**config.mk**
```make
export PLATFORM = sky130hd
export DESIGN_NAME = led_scan_ctrl
export DESIGN_NICKNAME = d
export VERILOG_FILES = /design/src/rtl/led_scan_ctrl.sv
export SDC_FILE = /design/constraint.sdc
export NUM_CORES = 1
export LEC_CHECK = 0
export ABC_AREA = 1
export ABC_CLOCK_PERIOD_IN_PS = 2900
export CORE_UTILIZATION = 50
export DETAILED_ROUTE_END_ITERATION = 8
export PLACE_DENSITY = 0.71
export SETUP_SLACK_MARGIN = 0.3
export SYNTH_ARGS = -nofsm -noshare
export SYNTH_HDL_FRONTEND = slang
export SYNTH_SLANG_ARGS = --single-unit
```
**constraint.sdc**
```tcl
create_clock -name clk -period 2.9 [get_ports clk]
set_clock_uncertainty 0.2 [all_clocks]
set_input_delay 0.58 -clock clk [delete_from_list [all_inputs] [get_ports clk]]
set_output_delay 0.58 -clock clk [all_outputs]
set_load 0.03 [all_outputs]
```
**src/rtl/led_scan_ctrl.sv**
```systemverilog
// ============================================================================
// Module   : led_scan_ctrl
// Purpose  : Step-timed sequencer driving the select lines of a 3-to-8 LED
//            decoder in up, down, ping-pong or single-sweep patterns.
// Revision : 1.0 - initial release
// ============================================================================
`default_nettype none

module led_scan_ctrl #(
    parameter int DIV_WIDTH = 24
) (
    input  logic                 clk,
    input  logic                 rst,
    input  logic                 en,
    input  logic [1:0]           mode,
    input  logic [DIV_WIDTH-1:0] div,
    output logic                 A0,
    output logic                 A1,
    output logic                 A2,
    output logic                 busy,
    output logic                 wrap
);

    localparam logic [1:0] C_MODE_UP    = 2'b00;
    localparam logic [1:0] C_MODE_DOWN  = 2'b01;
    localparam logic [1:0] C_MODE_PP    = 2'b10;
    localparam logic [2:0] C_IDX_MAX    = 3'd7;
    localparam logic [2:0] C_IDX_ONE    = 3'd1;
    localparam logic [DIV_WIDTH-1:0] C_CNT_ONE = DIV_WIDTH'(1);

    typedef enum logic [1:0] {
        S_IDLE = 2'd0,
        S_RUN  = 2'd1,
        S_DONE = 2'd2
    } state_t;

    state_t                 state_q;
    logic [2:0]             idx_q;
    logic [DIV_WIDTH-1:0]   cnt_q;
    logic                   dir_q;
    logic [1:0]             mode_q;
    logic [DIV_WIDTH-1:0]   div_q;
    logic                   busy_q;
    logic                   wrap_q;

    logic [2:0]             idx_d;
    logic                   dir_d;
    logic                   wrap_d;
    logic                   done_d;

    // Result of taking one step from the current position in the latched mode.
    always_comb begin
        idx_d  = idx_q + C_IDX_ONE;
        dir_d  = dir_q;
        wrap_d = 1'b0;
        done_d = 1'b0;
        case (mode_q)
            C_MODE_UP: begin
                idx_d  = idx_q + C_IDX_ONE;
                wrap_d = (idx_q == C_IDX_MAX);
            end
            C_MODE_DOWN: begin
                idx_d  = idx_q - C_IDX_ONE;
                wrap_d = (idx_q == 3'd0);
            end
            C_MODE_PP: begin
                if (!dir_q) begin
                    idx_d = idx_q + C_IDX_ONE;
                    if (idx_q == 3'd6) begin
                        dir_d = 1'b1;
                    end
                end else begin
                    idx_d = idx_q - C_IDX_ONE;
                    if (idx_q == 3'd1) begin
                        dir_d  = 1'b0;
                        wrap_d = 1'b1;
                    end
                end
            end
            default: begin
                // Single sweep parks on the last LED instead of wrapping.
                if (idx_q == C_IDX_MAX) begin
                    idx_d  = C_IDX_MAX;
                    wrap_d = 1'b1;
                    done_d = 1'b1;
                end else begin
                    idx_d = idx_q + C_IDX_ONE;
                end
            end
        endcase
    end

    always_ff @(posedge clk) begin
        if (rst) begin
            state_q <= S_IDLE;
            idx_q   <= 3'd0;
            cnt_q   <= '0;
            dir_q   <= 1'b0;
            mode_q  <= 2'b00;
            div_q   <= '0;
            busy_q  <= 1'b0;
            wrap_q  <= 1'b0;
        end else begin
            wrap_q <= 1'b0;
            case (state_q)
                S_IDLE: begin
                    cnt_q <= '0;
                    if (en) begin
                        state_q <= S_RUN;
                        busy_q  <= 1'b1;
                        mode_q  <= mode;
                        div_q   <= div;
                        if (mode == C_MODE_DOWN) begin
                            idx_q <= C_IDX_MAX;
                            dir_q <= 1'b1;
                        end else begin
                            idx_q <= 3'd0;
                            dir_q <= 1'b0;
                        end
                    end
                end
                S_RUN: begin
                    // Dropping en takes priority over a coincident step.
                    if (!en) begin
                        state_q <= S_IDLE;
                        busy_q  <= 1'b0;
                        cnt_q   <= '0;
                    end else if (cnt_q == div_q) begin
                        cnt_q  <= '0;
                        idx_q  <= idx_d;
                        dir_q  <= dir_d;
                        wrap_q <= wrap_d;
                        if (done_d) begin
                            state_q <= S_DONE;
                            busy_q  <= 1'b0;
                        end
                    end else begin
                        cnt_q <= cnt_q + C_CNT_ONE;
                    end
                end
                S_DONE: begin
                    busy_q <= 1'b0;
                    cnt_q  <= '0;
                    if (!en) begin
                        state_q <= S_IDLE;
                    end
                end
                default: begin
                    state_q <= S_IDLE;
                    busy_q  <= 1'b0;
                end
            endcase
        end
    end

    assign {A2, A1, A0} = idx_q;
    assign busy         = busy_q;
    assign wrap         = wrap_q;

endmodule

`default_nettype wire
```
# Word-level counts from Yosys, hierarchy flattened
# Index checks and enable logic that the tools add are counted.
[totals]
rom_bits = 0
memories = 0
ff_bits = 58
ramBits = 0
wordCells = 79
input_bits = 29
out_inout_bits = 5
latchBits = 0
[op_classes]
order_cmp = 0
bitwise = 3
div_mod_pow = 0
n_eq_ne = 16
addsub = 3
n_mul = 0
shifts = 0
reduce_logical = 13
muxes = 36
[ops]
columns = ["cell", "count"]
rows = [
  ["24-bit two-way mux", 2],
  ["24-bit case mux with 2 select lines", 1],
  ["24-bit by 1-bit adder with 24-bit output (second input constant)", 1],
  ["24-bit == test", 1],
  ["3-bit two-way mux", 6],
  ["1-bit two-way mux", 16],
  ["2-bit two-way mux", 5],
  ["3-bit case mux with 3 select lines", 1],
  ["2-bit != test (second input constant)", 4],
  ["4-bit AND reduction", 2],
  ["2-bit by 1-bit == test with 1-bit output (second input constant)", 3],
  ["3-bit == test (second input constant)", 2],
  ["3-bit != test (second input constant)", 2],
  ["2-bit case mux with 3 select lines", 1],
  ["3-bit case mux with 2 select lines", 1],
  ["5-bit AND reduction", 1],
  ["2-bit == test (second input constant)", 2],
  ["2-bit zero test", 2],
  ["1-bit case mux with 2 select lines", 2],
  ["2-bit nonzero test", 2],
  ["4-bit OR reduction", 1],
  ["3-bit by 1-bit adder with 3-bit output (second input constant)", 1],
  ["3-bit by 1-bit == test with 1-bit output (second input constant)", 1],
  ["3-bit zero test", 1],
  ["other kinds (8)", 10],
]

# Longest topological paths before layout
[depth]
ltp_word = 7
mapped_depth = 13
depth_no_buf = 11

# Least setup slack after synthesis
# OpenSTA, ideal clock, no wires.
[synth_timing]
path_kind = "register -> register"
start = "register idx_q[0]"
end = "register idx_q[2]"
stages_incl_launch_ff = 10
arrival_ps = 1563
required_ps = 2584
n_path_buf = 0
setup_slack_ps = 1021
period_less_slack_ps = 1879
path_cell_list = "dfxtp_1 ha_1 inv_1 ha_1 o21ai_0 nand2_1 a21oi_1 nand3_1 nand2_1 nor2_1"
[synth_between]
elab_chain_cells = 6
elab_cells_between_ends = 9
cone_classes = "2 x add/sub; 1 x eq/ne; 6 x mux"
[synth_lines]
columns = ["item", "line", "text"]
rows = [
  ["start, declared", "38", "logic [2:0] idx_q;"],
  ["start signal, assigned", "130", "idx_q <= idx_d;"],
  ["3-bit by 1-bit adder with 3-bit output, or another cell as far along", "59, 68, 87", ""],
  ["3-bit two-way mux (on tied branches)", "82, 67", ""],
  ["3-bit case mux with 3 select lines (*)", "57", "case (mode_q)"],
  ["3-bit two-way mux (*)", "128", "end else if (cnt_q == div_q) begin"],
  ["3-bit two-way mux (*)", "124", "if (!en) begin"],
  ["3-bit case mux with 2 select lines (*)", "105", "case (state_q)"],
]
# Mark *: on every way between the ends. The rest lies on a longest branch, timed or not. The select of a mux whose other input is x is not followed.
# A chain may end at the register's enable or synchronous reset.

# Worst setup path after layout
[layout_timing]
start = "register idx_q[2]"
end = "output A2"
[layout_lines]
columns = ["item", "line", "text"]
rows = [
  ["end, declared", "19", "output logic A2,"],
]
# No word-level cell between the ends.

==> impl_metrics.csv <==
group,metric,value,unit
status,status,"finished clean",
flow_run,maxCapViolCount,0,
die,start_util,51.4,%
yosys,synth.area.top_cells,"dfxtp_1, nand2_1, a21oi_1, inv_1, nor2_1",
clock_tree,clock_latency,340,ps
critical_path,critPathMaxStageDelay,710,ps
sta,fin_ws,615,ps
yosys,ys.flop_type,"dfxtp_1",
pwr,p_leak,0.00161,uW
yosys,synth_edf_count,0,
yosys,postSynth.asyncResetShare,0,%
die,core-area,6760,um2
routing,vias_per_cell,5.18,
die,dieWidth,85.3,um
pwr,p_per_area,467,nW/um2
critical_path,reg2reg_from,"cnt_q[15]$_SDFFE_PP0P_",
die,die_h,85.3,um
sta,fin_crit_sh,78.8,%
die,rows,30,
routing,antenna_left,0,
die,die_area,7280,um2
critical_path,crit_chain,"clkdlybuf4s50_1",
cells_and_area,syn_to_final_growth,15.5,%
yosys,synth_most_common_cell,"nand2_1",
sta,setup_tns,0,ps
hold_path,hp-class,"reg -> reg",
yosys,yosysTopAreaCell,"dfxtp_1",
critical_path,critPathArrivalTime,1510,ps
routing,vias,3359,
sta,period_needed,2290,ps
clock_tree,cts_tree,"done",
die,ioPinCount,34,
grt,grt_pass1_vias,3011,
grt,grt-ovfl-total,0,
critical_path,crit_fanout,6,
yosys,synth.distinct_cells,34,
routing,routedWlPerCell,12.2,um
routing,first_pass_iters,5,
clock_tree,cts_hold_buf,0,
cells_and_area,fin_util,59.4,%
clock_tree,numCtsBuffers,9,
sta,finalMaxSlewViolations,0,
clock_tree,root_buffer,"clkbuf_8",
grt,grt_pass1_wl,13700,um
sta,rsz0062_at_grt,"no",
critical_path,crit_type,"reg -> out",
clock_tree,clkTransAtPathRegs,70,ps
cells_and_area,layout-drive-gt1-share,9.49,%
clock_tree,cts_sinks,58,
yosys,syn_nets,577,
clock_tree,cts_max_path_buffers,2,
critical_path,cp_num_buf_inv,1,
placed_design,dpl.hpwl,5600,um
yosys,synth_cells,535,
grt,antenna_found_initial,0,
critical_path,start_kind,"register",
placed_design,gp_congestion,0.849,
sta,slew_headroom,50.1,%
grt,grt_max_degree,52,
routing,drc,0,
critical_path,critPathRequiredTime,2120,ps
grt,grtUsageTotal,23.7,%
sta,fmaxAchievable,438,MHz
sta,finalSetupViolCount,0,
sta,hold_viol,0,
cells_and_area,antenna_cells,0,
critical_path,endpoint_kind,"output port",
cells_and_area,nets,607,
critical_path,r2r_slack,820,ps
routing,drt_iter0_drc,204,
critical_path,cp-startpoint,"idx_q[2]$_SDFFE_PP0P_",
yosys,netlist_top_cells_count,"nand2_1, dfxtp_1, a21oi_1, inv_1, nor2_1",
yosys,ys_ff_latch,58,
critical_path,critPathTopFamily,"buffers and inverters",
yosys,synth_top_area_share,33.4,%
clock_tree,cts-htree-levels,3,
yosys,avgSynthCellArea,6.49,um2
yosys,ys_warn_count,0,
placed_design,port_buffers,33,
routing,wl,7910,um
yosys,netlist_area,3470,um2
pwr,ir_worst_vdd,267,uV
critical_path,slowest_stage,"clkdlybuf4s50_1",
yosys,synth_seq_area_share,33.4,%
sta,worst_slew_pin_slew,747,ps
placed_design,dp_slack,190,ps
hold_path,min-delay-start,"busy$_SDFFE_PP0P_",
-- kinds of logic (layout without fill, tap and decap cells) --
logic type / after synthesis / in the layout / synth area share [%]
simple gates: 261 / 261 / 33.4
xor+xnor: 10 / 10 / 2.52
buf+inv: 89 / 123 / 10.3
fa+ha+maj: 13 / 13 / 4.68
compound gates: 104 / 104 / 15.7
flops: 58 / 58 / 33.4
-- routing by layer --
metal,up-vias,routed length [um],GRT usage [%]
met5,-,0,0
met4,0,117,8.64
met3,10,396,4.77
met2,89,3510,38.6
met1,1498,3890,31.1
li1,1762,-,-
-- flip-flops by register name (all words and copies together), names as in the netlist --
name	count
cnt_q	24
div_q	24
idx_q	3
mode_q	2
state_q	2
busy	1
dir_q	1
wrap	1
-- path summary, 6_finish.rpt --
kind                           endpoint  depth (start not counted)
setup / recovery                     A2                          1
hold / removal        busy$_SDFFE_PP0P_                          2
setup reg to reg  cnt_q[9]$_SDFFE_PP0P_                         11
hold reg to reg       busy$_SDFFE_PP0P_                          2
-- where the power goes --
| group | switching [uW] | internal [uW] | total [uW] | leakage [uW] |
|---|---|---|---|---|
| Sequential | 33.8 | 842 | 876 | 0.000475 |
| Combinational | 192 | 133 | 325 | 0.00104 |
| Clock | 325 | 348 | 673 | 0.0000920 |
| Total | 551 | 1320 | 1870 | 0.00161 |
-- metrics by stage --
step,instances,cell area [um2],hold slack [ps],total power (uW)
3_5_place_dp,634,3840,255,1220
2_1_floorplan,535,3470,244,1120
5_1_grt,649,4010,283,1970
6_report,649,4010,262,1870
3_3_place_gp,634,3840,251,1210
4_1_cts,649,4010,264,1880
-- cell type report --
cell class / instances / area [um2]
fill: 649 / 2740
clock buffer: 12 / 155
sequential: 58 / 1160
inverter: 72 / 273
clock inverter: 3 / 15.0
multi-input combinational: 388 / 1960
timing repair buffer: 36 / 353
tap: 80 / 100
-- cell usage in the layout (no fill, tap or decap), types with 3 or more instances in the layout --
master and count:
nor3_2 4, clkdlybuf4s50_1 33, nand4_1 12, nand3_1 18
clkbuf_8 11, nor3_1 3, a21oi_2 3, clkinv_2 3
a21oi_1 57, ha_1 13, inv_2 14, nand2_1 159
o21ai_0 35, inv_1 57, nor2_2 5, nor2_1 47
nor2_4 4, buf_4 3, xor2_1 8, dfxtp_1 58
o21ai_1 4
-- what timing repair did --
item                                    in CTS  in global routing
setup buffers                                0                  0
gates resized for setup                      0                  2
endpoints found under the setup margin       0                  3
(Power assumes the default switching activity.)
